## config.mk

```make
export PLATFORM = sky130hd
export DESIGN_NAME = lutram_port_arbiter
export DESIGN_NICKNAME = d
export VERILOG_FILES = /design/src/rtl/lutram_arb_pkg.sv /design/src/rtl/lutram_rr_arbiter2.sv /design/src/rtl/lutram_port_arbiter.sv
export SDC_FILE = /design/constraint.sdc
export NUM_CORES = 1
export LEC_CHECK = 0
export ABC_AREA = 1
export CORE_UTILIZATION = 32
export CTS_CLUSTER_DIAMETER = 30
export DETAILED_ROUTE_END_ITERATION = 8
export GPL_ROUTABILITY_DRIVEN = 0
export GPL_TIMING_DRIVEN = 0
export HOLD_SLACK_MARGIN = 0.08
export PLACE_DENSITY = 0.76
export SYNTH_ARGS = -nofsm -noshare
export SYNTH_HDL_FRONTEND = slang
export SYNTH_SLANG_ARGS = --single-unit
```

## constraint.sdc

```tcl
create_clock -name clock -period 1.2 [get_ports clock]
set_input_delay 0.24 -clock clock [delete_from_list [all_inputs] [get_ports clock]]
set_output_delay 0.24 -clock clock [all_outputs]
set_load 0.02 [all_outputs]
```

## src/rtl/lutram_arb_pkg.sv

```systemverilog
`default_nettype none
// ============================================================================
// Module      : lutram_arb_pkg
// Description : Shared constants, FSM state type and request record for the
//               two-port LUT RAM arbiter.
// Revision    : 1.0 - initial release
// ============================================================================
package lutram_arb_pkg;

    localparam int ADDR_W = 5;
    localparam int DATA_W = 16;
    localparam int DEPTH  = 32;

    typedef enum logic [0:0] {
        CLEAR = 1'b0,
        SERVE = 1'b1
    } state_t;

    typedef struct packed {
        logic              we;
        logic [ADDR_W-1:0] addr;
        logic [DATA_W-1:0] wdata;
    } req_t;

endpackage : lutram_arb_pkg
`default_nettype wire

```

## src/rtl/lutram_rr_arbiter2.sv

```systemverilog
`default_nettype none
// ============================================================================
// Module      : lutram_rr_arbiter2
// Description : Two-way round-robin arbiter. One-hot grant, remembers the
//               last winner so the other port takes the next tie.
// Revision    : 1.0 - initial release
// ============================================================================
module lutram_rr_arbiter2 (
    input  logic       clock,
    input  logic       reset,
    input  logic       i_en,
    input  logic [1:0] i_valid,
    output logic [1:0] o_grant
);

    logic r_last_grant;

    always_comb begin
        o_grant = 2'b00;
        if (i_en) begin
            case (i_valid)
                2'b01:   o_grant = 2'b01;
                2'b10:   o_grant = 2'b10;
                2'b11:   o_grant = r_last_grant ? 2'b01 : 2'b10;
                default: o_grant = 2'b00;
            endcase
        end
    end

    // Reset value 1 lets port 0 win the first tie.
    always_ff @(posedge clock) begin
        if (reset) begin
            r_last_grant <= 1'b1;
        end else if (|o_grant) begin
            r_last_grant <= o_grant[1];
        end
    end

endmodule : lutram_rr_arbiter2
`default_nettype wire

```

## src/rtl/lutram_port_arbiter.sv

```systemverilog
`default_nettype none
// ============================================================================
// Module      : lutram_port_arbiter
// Description : Shares a single-write-port, async-read LUT RAM between two
//               valid/ready clients with registered read responses.
//               Optional post-reset zero sweep: LUTRAM_ARB_CLEAR_EN.
// Revision    : 1.0 - initial release
// ============================================================================
module lutram_port_arbiter #(
    parameter int ADDR_W = lutram_arb_pkg::ADDR_W,
    parameter int DATA_W = lutram_arb_pkg::DATA_W,
    parameter int DEPTH  = lutram_arb_pkg::DEPTH
) (
    input  logic              clock,
    input  logic              reset,

    input  logic              req0_valid,
    output logic              req0_ready,
    input  logic              req0_we,
    input  logic [ADDR_W-1:0] req0_addr,
    input  logic [DATA_W-1:0] req0_wdata,
    output logic              rsp0_valid,
    output logic [DATA_W-1:0] rsp0_data,

    input  logic              req1_valid,
    output logic              req1_ready,
    input  logic              req1_we,
    input  logic [ADDR_W-1:0] req1_addr,
    input  logic [DATA_W-1:0] req1_wdata,
    output logic              rsp1_valid,
    output logic [DATA_W-1:0] rsp1_data,

    output logic              init_done,

    output logic              ram_we,
    output logic [ADDR_W-1:0] ram_addr,
    output logic [DATA_W-1:0] ram_din,
    input  logic [DATA_W-1:0] ram_dout
);

    import lutram_arb_pkg::*;

    if (DEPTH != (1 << ADDR_W)) begin : g_depth_check
        $error("lutram_port_arbiter: DEPTH must equal 2**ADDR_W");
    end

`ifdef LUTRAM_ARB_CLEAR_EN
    localparam state_t c_entry_state = CLEAR;
    localparam logic [ADDR_W-1:0] c_last_addr = ADDR_W'(DEPTH - 1);
    logic [ADDR_W-1:0] r_clr_cnt;
`else
    localparam state_t c_entry_state = SERVE;
`endif

    state_t            r_state;
    logic [ADDR_W-1:0] r_addr_hold;
    logic              w_serve;
    logic [1:0]        w_grant;
    logic              w_rd0;
    logic              w_rd1;
    req_t              w_req0;
    req_t              w_req1;
    req_t              w_sel;

    assign w_req0 = '{we: req0_we, addr: req0_addr, wdata: req0_wdata};
    assign w_req1 = '{we: req1_we, addr: req1_addr, wdata: req1_wdata};
    assign w_sel  = w_grant[1] ? w_req1 : w_req0;

    assign w_serve   = (r_state == SERVE) && !reset;
    assign init_done = w_serve;

    lutram_rr_arbiter2 u_arb (
        .clock   (clock),
        .reset   (reset),
        .i_en    (w_serve),
        .i_valid ({req1_valid, req0_valid}),
        .o_grant (w_grant)
    );

    assign req0_ready = w_grant[0];
    assign req1_ready = w_grant[1];

    assign w_rd0 = w_grant[0] & ~req0_we;
    assign w_rd1 = w_grant[1] & ~req1_we;

    // Address is parked on the last value when idle so the RAM read port
    // does not toggle needlessly.
    always_comb begin
        ram_we   = 1'b0;
        ram_addr = r_addr_hold;
        ram_din  = '0;
        if (reset) begin
            ram_addr = '0;
        end
`ifdef LUTRAM_ARB_CLEAR_EN
        else if (r_state == CLEAR) begin
            ram_we   = 1'b1;
            ram_addr = r_clr_cnt;
            ram_din  = '0;
        end
`endif
        else if (|w_grant) begin
            ram_we   = w_sel.we;
            ram_addr = w_sel.addr;
            ram_din  = w_sel.wdata;
        end
    end

    always_ff @(posedge clock) begin
        if (reset) begin
            r_addr_hold <= '0;
        end else begin
            r_addr_hold <= ram_addr;
        end
    end

    always_ff @(posedge clock) begin
        if (reset) begin
            r_state   <= c_entry_state;
`ifdef LUTRAM_ARB_CLEAR_EN
            r_clr_cnt <= '0;
`endif
        end else begin
            case (r_state)
`ifdef LUTRAM_ARB_CLEAR_EN
                CLEAR: begin
                    r_clr_cnt <= r_clr_cnt + 1'b1;
                    if (r_clr_cnt == c_last_addr) begin
                        r_state <= SERVE;
                    end
                end
`endif
                default: r_state <= SERVE;
            endcase
        end
    end

    // Async RAM read is captured at the edge closing the grant cycle.
    always_ff @(posedge clock) begin
        if (reset) begin
            rsp0_valid <= 1'b0;
            rsp0_data  <= '0;
            rsp1_valid <= 1'b0;
            rsp1_data  <= '0;
        end else begin
            rsp0_valid <= w_rd0;
            rsp1_valid <= w_rd1;
            if (w_rd0) begin
                rsp0_data <= ram_dout;
            end
            if (w_rd1) begin
                rsp1_data <= ram_dout;
            end
        end
    end

endmodule : lutram_port_arbiter
`default_nettype wire

```

# Word level (Yosys, flattened, before mapping)
# Index checks and enable logic that the tools add are counted.
# op_classes
eq_ne,3
mux,10
bitwise_logic,4
reduce_logical,2
# op_table
op,n
$mux W16,2
$mux W22,1
$mux W5,2
$pmux W2 S3,1
$eq A2 B2 Y1 const B,2
$mux W2,2
$and A1 B1 Y1,2
$eq A2 B1 Y1 const B,1
$mux W1,2
$not A1 Y1,2
$reduce_or A2 Y1,1
$logic_not A1 Y1,1
# word_totals
reg_bits,40
inputBits,64
output_inout_bits,59

# Logic depth before layout (Yosys ltp)
# Gate-level depths: netlist of run 1.
# logic_depth
ltp_word,6
depth_mapped,8
depth_no_buf,6

# Modules after synthesis
# Synthesis of run 1 repeated with hierarchy kept, for this count alone.
# unflattened
cells_unflattened,290
area_unflattened_um2,1929.4
# modules_own_cells
module,n_inst,cells_each,area_per_inst_um2
lutram_port_arbiter,1,278,1858.0
lutram_rr_arbiter2,1,12,71.3

# Least setup slack after synthesis of run 1
# Ideal clock, no wire load.
# synth_timing
path_type,input port to output port
from,input req1_valid
to,output ram_din[10]
arrival_ns,1.152
required_ns,0.960
slack_ns,-0.192
cell_stages,5
path_buffers,2
path_cell_list,buf_4 nand2_1 nand2_1 buf_2 o21ai_1
# synth_between
elab_chain_len,6
elab_cells_between_ends,9
# synth_rtl
element,line_no,rtl
"start, declared",lutram_port_arbiter.sv:25,"input logic req1_valid,"
$eq A2 B2 Y1 / $eq A2 B1 Y1 (equally long branches),lutram_rr_arbiter2.sv:21,case (i_valid)
$pmux W2 S3 *,lutram_rr_arbiter2.sv:21,
$mux W2 *,lutram_rr_arbiter2.sv:20,if (i_en) begin
$mux W22 / $reduce_or A2 Y1 (equally long branches),"lutram_port_arbiter.sv:67, lutram_port_arbiter.sv:102",
$mux W16 *,lutram_port_arbiter.sv:102,else if (|w_grant) begin
$mux W16 *,lutram_port_arbiter.sv:92,if (reset) begin
"end, declared",lutram_port_arbiter.sv:37,"output logic [DATA_W-1:0] ram_din,"
# Mark *: on every way between the ends. The rest lies on a longest branch, timed or not.

# Final worst setup path of run 1
# layout_timing
from,register u_arb.r_last_grant
to,output ram_din[3]
# layout_between
elab_chain_len,6
elab_cells_between_ends,7
# layout_rtl
element,line_no,rtl
"start, declared",lutram_rr_arbiter2.sv:16,logic r_last_grant;
"start signal, assigned",lutram_rr_arbiter2.sv:35,r_last_grant <= o_grant[1];
$mux W2 *,lutram_rr_arbiter2.sv:24,2'b11: o_grant = r_last_grant ? 2'b01 : 2'b10;
$pmux W2 S3 *,lutram_rr_arbiter2.sv:21,
$mux W2 *,lutram_rr_arbiter2.sv:20,
$mux W22 / $reduce_or A2 Y1 (equally long branches),"lutram_port_arbiter.sv:67, lutram_port_arbiter.sv:102",
$mux W16 *,lutram_port_arbiter.sv:102,
$mux W16 *,lutram_port_arbiter.sv:92,
# Marked as above.

==> results of run 1 <==
[kinds of logic (layout without fill, tap and decap cells)]
| group | Yosys count | in the layout |
|---|---|---|
| buf+inv | 57 | 207 |
| compound gates | 56 | 56 |
| flops | 40 | 40 |
| simple gates | 92 | 92 |
[power by group]
group | internal [uW] | switching, uW | total (uW) | leakage, uW
clock | 414 | 493 | 906 | 0.0000414
combinational | 600 | 587 | 1190 | 0.00139
sequential | 1400 | 36.8 | 1440 | 0.000328
[worst min-delay path by stage]
stage                                                  to  slack [ns]  depth (start not counted)
after global routing            r_addr_hold[4]$_SDFF_PP0_        0.32                          4
final                           r_addr_hold[4]$_SDFF_PP0_        0.29                          4
after detailed placement       rsp1_data[14]$_SDFFE_PP0P_        0.47                          2
after global placement          rsp0_data[5]$_SDFFE_PP0P_        0.46                          2
after floorplan           u_arb.r_last_grant$_SDFFE_PP1P_        0.36                          1
after CTS                       r_addr_hold[4]$_SDFF_PP0_        0.28                          4
[area by class of cell]
class / instances / area [sq um]
Timing Repair Buffer: 142 / 1400
Buffer: 16 / 168
Clock inverter: 2 / 16.3
Clock buffer: 6 / 72.6
Tap cell: 72 / 90.1
Fill cell: 445 / 1680
Multi-Input combinational cell: 148 / 1150
Inverter: 41 / 164
Sequential cell: 40 / 802
[repair_timing]
item                       in CTS  in global routing
hold endpoints to repair        0                  0
gates cloned                    3                  2
buffers inserted               11                  7
setup endpoints to repair      94                 70
pin swaps                       9                  5
resized for setup             252                 71
hold buffers                    0                  0
[metrics by stage]
stage | TNS (ns) | instance area, sq um | hold WS [ns]
after global placement | -42.12 | 3370 | 0.463
final | -10.44 | 3860 | 0.293
after global routing | -12.01 | 3860 | 0.316
after floorplan | -0.261 | 2080 | 0.362
after detailed placement | -42.74 | 3370 | 0.470
after CTS | -10.73 | 3760 | 0.284
[routing by layer]
metal | up-vias | part of all wire [%] | global-route usage, %
li1 | 1099 | - | -
met1 | 1034 | 39 | 25.0
met2 | 108 | 49 | 40.2
met3 | 9 | 10 | 8.00
met4 | 0 | 1.4 | 7.04
met5 | - | 0 | 0
[worst min-delay path, cell delays in order]
cell and delay (ns):
buf_6 0.13, a31oi_1 0.06, nand2_2 0.08, inv_1 0.03
[placed cells by master, fill, tap and decap left out, types with 6 or more instances in the layout]
cell	n
clkdlybuf4s50_1	60
dfxtp_1	39
buf_6	38
nand3_1	32
inv_1	30
clkbuf_2	26
o21ai_1	24
nand2_2	18
o21ai_4	15
nand2_4	14
buf_4	11
inv_2	8
o21ai_2	7
nor2_2	6
nand2_1	6
clkdlybuf4s15_2	6
[state kept, by name, indices dropped and copies added, names as in the netlist]
name,flops
rsp0_valid,1
r_addr_hold,5
rsp1_data,16
u_arb.r_last_grant,1
rsp1_valid,1
rsp0_data,16
==> summary.txt, run 1 <==
Run status
  • Status: complete, but fails checks
  • Failing checks: negative setup slack

Synth
  • Yosys reg bits: 40
  • Leading post-synthesis cells by cell area: dfxtp_1 (43%), o21ai_1 (10%), nand3_1 (10%)
  • Cell taking the most area after synthesis: dfxtp_1
  • Post-synth EDFFs: 0
  • Syn Inst Count: 245
  • Count leader, synth: dfxtp_1
  • Post-synthesis sequential area ratio: 43.4%
  • Syn Area/Cell: 7.53 sq um
  • Mux cell area share after synthesis: 0%
  • Netlist cell types: 23
  • Total nets after synthesis: 309
  • Top_reg_cell synth: dfxtp_1
  • Synth warn: 0
  • Post-Synth Simple-Gate Area: 24.9%
  • Largest family of logic cells by synthesized area: simple AND/OR/NAND/NOR gates
  • Synth Area in Compound Gates: 17.5%
  • XOR/XNOR share of the synthesized area: 0%
  • Asr flop ratio synth: 0%
  • Area share of fa/ha/maj cells after synthesis: 0%
  • Post-synth top cells: dfxtp_1 (40), inv_1 (38), o21ai_1 (38), nand2_1 (37), nand3_1 (37)
  • Post-synthesis cell area: 1840 sq um
  • Area share of the largest cell type after synthesis: 43.4%

Pwr
  • Pwr Density: 914 nW/um^2
  • Overall Power: 3530 uW
  • Leak: 0.00176 uW
  • Max rail drop VDD: 0.000782 V

Worst setup path
  • Slowest stage delay, CP: 0.36 ns
  • CP endpoint kind: primary output
  • Crit path arrival time: 1.43 ns
  • Slowest-stage cell, CP: dfxtp_2
  • Top delay family on crit path: buffers and inverters
  • End of the critical path: ram_din[3]
  • Crit start category: register
  • FF-to-FF Start: u_arb.r_last_grant$_SDFFE_PP1P_
  • CP bufs+invs: 4
  • Worst reg2reg setup slack: 0.03 ns
  • Setup CP Type: register to primary output
  • Worst path required time: 0.96 ns
  • Critical path's most frequent cell: buf_6
  • Instance count on the critical path: 7
  • R2R depth: 8
  • Worst setup path startpoint: u_arb.r_last_grant$_SDFFE_PP1P_
  • Critical Path Fanout Max: 3
  • Critical path, cell by cell: inv_1 > nand2_2 > nand2_4 > buf_6 > buf_12 > o21ai_4 > buf_6
  • Worst R2R End: r_addr_hold[1]$_SDFF_PP0_

STA
  • Final Hold Viols: 0
  • Max-slew violation count: 0
  • RSZ-0062 raised after global routing: true
  • Clock Skew: 0.00479 ns
  • Final setup fails: 24
  • Slew headroom: 68.8%
  • Fmax: 600 MHz
  • Measured slew at the worst slew-check pin: 0.468 ns
  • Fin worst setup slack: -0.467 ns
  • Fin crit share: 139%
  • Minimum clock period: 1.67 ns

Die
  • Row Count: 27
  • # IOs: 123
  • Die area: 6070 sq um
  • Die Ht: 77.9 um
  • Initial Util: 33.3%
  • Core ar.: 5540 sq um
  • Chip width: 77.9 um

Routing
  • Final WL: 7020 um
  • Initial DRC Count: 61
  • Post-DRT Antenna Nets: 0
  • Detailed-router iteration count before antenna repair: 4
  • # DRC: 0
  • Drt via density: 4.82
  • DR vias: 2,250
  • DR WL/cell: 15.0 um

Clock network
  • CTS H-tree depth: 2
  • Clk Latency, worst-skew pair: 0.29 ns
  • CTS Sinks: 40
  • Max clock buf depth: 2
  • CTS tree: built
  • Clock root buffer: clkbuf_8
  • Num CTS Buffers: 5
  • Clock transition at path regs: 0.08 ns

Min path
  • Min-delay src: reset
  • HP Class: primary input to register

Placement
  • I/O Buffers: 120
  • Cell Count Post-Placement: 437
  • Final HPWL DP: 4610 um
  • Dpl ws: -1.21 ns

Global routing
  • Vias in the first global route: 2,243
  • First-pass GRT wire length: 10,700 um
  • Grt total ovfl: 0
  • Initial antenna violation count: 0
  • Largest net degree at the start of global routing: 14
  • GRT Resource Usage Total: 22.6%

Flow run
  • Maxcap violations: 0

Cells and area
  • Fraction of layout cells with a size suffix above 1: 46.6%
  • Ant diodes: 0
  • Post-route insts no fill: 467
  • Final-stage net count: 458
  • Final Util: 69.7%
  • Area delta synth->final: 109%
Power figures use the tool's default switching activity.
==> run 2, diff against run 1 <==
--- a/config.mk
+++ b/config.mk
@@ -6,13 +6,14 @@
 export NUM_CORES = 1
 export LEC_CHECK = 0
 export ABC_AREA = 1
-export CORE_UTILIZATION = 32
+export CORE_UTILIZATION = 33
 export CTS_CLUSTER_DIAMETER = 30
 export DETAILED_ROUTE_END_ITERATION = 8
 export GPL_ROUTABILITY_DRIVEN = 0
 export GPL_TIMING_DRIVEN = 0
-export HOLD_SLACK_MARGIN = 0.08
-export PLACE_DENSITY = 0.76
+export HOLD_SLACK_MARGIN = 0.06
+export PLACE_DENSITY = 0.77
 export SYNTH_ARGS = -nofsm -noshare
 export SYNTH_HDL_FRONTEND = slang
+export SYNTH_HIERARCHICAL = 1
 export SYNTH_SLANG_ARGS = --single-unit
==> run 2 against run 1 <==
Net effect: the flow still finishes with violations (negative setup slack); global-route usage fell by 0.81 points; worst setup slack got worse by 0.25 ns; combinational power fell by 7%; register-to-register slack got worse by 0.34 ns; clock power rose by 3.1%; area after synthesis rose by 4.6%; power fell by 1.7%; non-clock buffer count rose by 6; largest power group unchanged.
==> summary.txt, run 2 <==
Clock network
  • CTS tree: built (unchanged)
  • Clock root buffer: clkbuf_8 (unchanged)
  • CTS Sinks: 40 (unchanged)
  • Num CTS Buffers: 5 (unchanged)
  • Max clock buf depth: 2 (unchanged)
  • Hold Buf Count CTS: 0 (unchanged)
  • Clk Latency, worst-skew pair: 0.29 ns (about the same)
  • Clock transition at path regs: 0.08 ns (about the same)
  • CTS H-tree depth: 2 (unchanged)

Synth
  • Count leader, synth: nand2_1 (was dfxtp_1)
  • Syn Inst Count: 290 (was 245)
  • Asr flop ratio synth: 0% (unchanged)
  • Post-synth EDFFs: 0 (unchanged)
  • Post-synthesis sequential area ratio: 41.5% (was 43.4%)
  • Yosys reg bits: 40 (unchanged)
  • Syn Area/Cell: 6.65 sq um (was 7.53 sq um)
  • Netlist cell types: 20 (was 23)
  • Post-synth top cells: nand2_1 (73), nor2_1 (66), dfxtp_1 (40), o21ai_0 (33), inv_1 (30) (was dfxtp_1 (40), inv_1 (38), o21ai_1 (38), nand2_1 (37), nand3_1 (37))
  • Total nets after synthesis: 354 (was 309)
  • Top_reg_cell synth: dfxtp_1 (unchanged)
  • Leading post-synthesis cells by cell area: dfxtp_1 (42%), nand2_1 (14%), nor2_1 (13%) (was dfxtp_1 (43%), o21ai_1 (10%), nand3_1 (10%))
  • Synth warn: 6 (was 0)
  • Post-synthesis cell area: 1930 sq um (was 1840 sq um)
  • Area share of the largest cell type after synthesis: 41.5% (was 43.4%)
  • Cell taking the most area after synthesis: dfxtp_1 (unchanged)

Cells and area
  • Fraction of layout cells with a size suffix above 1: 42.6% (was 46.6%)
  • Post-route insts no fill: 520 (was 467)
  • Final-stage net count: 511 (was 458)
  • Area delta synth->final: 101% (was 109%)
  • Register area: 802 sq um (unchanged)
  • Final instance area: 3880 sq um (was 3860 sq um)
  • Largest registers: rsp0_data (16), rsp1_data (16), r_addr_hold (5) (unchanged)
  • Fillers: 484 (was 445)
  • Most frequent cells in the layout: clkdlybuf4s50_1 (60), nor2_1 (58), nand2_1 (52) (was clkdlybuf4s50_1 (60), dfxtp_1 (39), buf_6 (38))
  • Multi-input logic area: 1100 sq um (was 1150 sq um)
  • Commonest non-fill, non-tap cell in the layout: clkdlybuf4s50_1 (unchanged)
  • Final Util: 69.6% (was 69.7%)
  • Ant diodes: 0 (unchanged)

Worst setup path
  • Crit path arrival time: 1.68 ns (was 1.43 ns)
  • CP endpoint kind: primary output (unchanged)
  • Critical Path Fanout Max: 5 (was 3)
  • Slowest stage delay, CP: 0.34 ns (was 0.36 ns)
  • CP bufs+invs: 6 (was 4)
  • Crit start category: register (unchanged)
  • Top delay family on crit path: buffers and inverters (unchanged)
  • Critical path, cell by cell: nand2_2 > nand2_2 > inv_4 > buf_8 > nor2_4 > nor2_8 > buf_12 > buf_12 > nand2_4 > inv_2 > buf_6 (was inv_1 > nand2_2 > nand2_4 > buf_6 > buf_12 > o21ai_4 > buf_6)
  • Worst path required time: 0.96 ns (about the same)
  • Setup CP Type: register to primary output (unchanged)
  • Slowest-stage cell, CP: dfxtp_2 (unchanged)

Routing
  • Post-DRT Antenna Nets: 0 (unchanged)
  • Drt via density: 4.60 (was 4.82)
  • Initial DRC Count: 56 (was 61)
  • DR vias: 2,394 (was 2,250)
  • Final WL: 6970 um (was 7020 um)
  • DR WL/cell: 13.4 um (was 15.0 um)
  • Detailed-router iteration count before antenna repair: 4 (unchanged)
  • # DRC: 0 (unchanged)

Pwr
  • Pwr Density: 895 nW/um^2 (was 914 nW/um^2)
  • Leak: 0.00195 uW (was 0.00176 uW)
  • Max rail drop VDD: 0.000934 V (was 0.000782 V)

Die
  • Row Count: 27 (unchanged)
  • Chip width: 78.5 um (was 77.9 um)
  • Die Ht: 78.5 um (was 77.9 um)
  • Core ar.: 5570 sq um (was 5540 sq um)
  • Initial Util: 34.6% (was 33.3%)
  • Die area: 6160 sq um (was 6070 sq um)
  • # IOs: 123 (unchanged)

STA
  • TNS Setup: -21.98 ns (was -10.44 ns)
  • Fin worst setup slack: -0.722 ns (was -0.467 ns)
  • Fmax: 520 MHz (was 600 MHz)
  • Max-slew violation count: 0 (unchanged)
  • Final Hold Viols: 0 (unchanged)
  • Fin crit share: 160% (was 139%)
  • Measured slew at the worst slew-check pin: 0.457 ns (was 0.468 ns)
  • Final setup fails: 63 (was 24)
  • Minimum clock period: 1.92 ns (was 1.67 ns)
  • Clock Skew: 0.00548 ns (was 0.00479 ns)
  • RSZ-0062 raised after global routing: true (unchanged)
  • Slew headroom: 69.5% (was 68.8%)

Placement
  • I/O Buffers: 122 (was 120)
  • Cell Count Post-Placement: 484 (was 437)
  • Final HPWL DP: 4550 um (was 4610 um)
  • Placed Area: 3360 sq um (was 3370 sq um)

Flow run
  • Maxcap violations: 0 (unchanged)

Global routing
  • Largest net degree at the start of global routing: 13 (was 14)
  • First-pass GRT wire length: 10,400 um (was 10,700 um)
  • Initial antenna violation count: 0 (unchanged)
  • Vias in the first global route: 2,255 (was 2,243)
  • Grt total ovfl: 0 (unchanged)
  • GRT Resource Usage Total: 21.8% (was 22.6%)

Min path
  • HP Class: primary input to register (unchanged)

Run status
  • Failing checks: negative setup slack (unchanged)
  • Status: complete, but fails checks (unchanged)
-- run 2: logic make-up after synthesis --
family / after synthesis / share of synthesized area (%)
AOI/OAI and AO/OA: 34 / 8.82
DFF: 40 / 41.5
buffers and inverters: 50 / 12.8
and+or+nand+nor: 166 / 36.8
-- run 2: layout make-up --
type | instances | area share, %
Clock buffer | 7 | 2.23
Timing Repair Buffer | 151 | 36.9
Multi-Input combinational cell | 200 | 28.5
Inverter | 36 | 4.58
Clock inverter | 1 | 0.194
Buffer | 13 | 4.55
Sequential cell | 40 | 20.7
Tap cell | 72 | 2.32
-- run 2: power breakdown --
part           internal, uW  leakage, uW  switching (uW)
sequential             1390     0.000326            35.4
combinational           567      0.00158             541
clock                   467    0.0000445             467
-- run 2: path summary, 6_finish.rpt --
path                                                    to                            start  cells after the start  slack, ns
worst min register to register   rsp0_data[5]$_SDFFE_PP0P_        rsp0_data[5]$_SDFFE_PP0P_                      2       0.48
worst max register to register   rsp0_data[4]$_SDFFE_PP0P_  u_arb/r_last_grant$_SDFFE_PP1P_                     11      -0.31
worst min-delay path            rsp0_data[11]$_SDFFE_PP0P_                            reset                      4       0.20
worst max-delay path                            ram_din[5]  u_arb/r_last_grant$_SDFFE_PP1P_                     11      -0.72
-- run 2: worst register-to-register path, cell delays in order, from the launching register on --
cell	delay, ns
dfxtp_2	0.33
buf_4	0.13
inv_2	0.06
a21oi_4	0.07
buf_6	0.15
buf_6	0.12
nand2_8	0.09
clkinv_8	0.08
buf_12	0.13
buf_12	0.12
nor2_1	0.08
nor2_1	0.05
-- run 2: routing by layer --
metal | share of wire, % | up-vias | track usage (%)
met5 | 0 | - | 0
met4 | 0.98 | 0 | 6.11
met3 | 8.8 | 4 | 7.79
met2 | 51 | 100 | 41.3
met1 | 39 | 1102 | 22.2
li1 | - | 1188 | -
-- run 2: through the flow --
step                power, uW  setup slack, ns  hold WS (ns)
floorplan                1910           -0.480         0.312
detailed placement       2390            -2.00         0.473
global placement         2370            -1.99         0.459
global route             3650           -0.808         0.207
finish                   3470           -0.722         0.197
CTS                      3440           -0.731         0.291
-- run 2: what timing repair did --
action | 4_1_cts | 5_1_grt
setup buffers | 22 | 7
endpoints found under the setup margin | 99 | 96
gates resized for setup | 252 | 91
gates cloned | 3 | 0
pin swaps | 9 | 8
==> run 3, diff against run 2 <==
--- a/config.mk
+++ b/config.mk
@@ -6,6 +6,7 @@
 export NUM_CORES = 1
 export LEC_CHECK = 0
 export ABC_AREA = 1
+export ABC_CLOCK_PERIOD_IN_PS = 1200
 export CORE_UTILIZATION = 33
 export CTS_CLUSTER_DIAMETER = 30
 export DETAILED_ROUTE_END_ITERATION = 8
==> results of run 3 <==
Same layout as run 2: the final DEF is identical, and so are final timing and power.
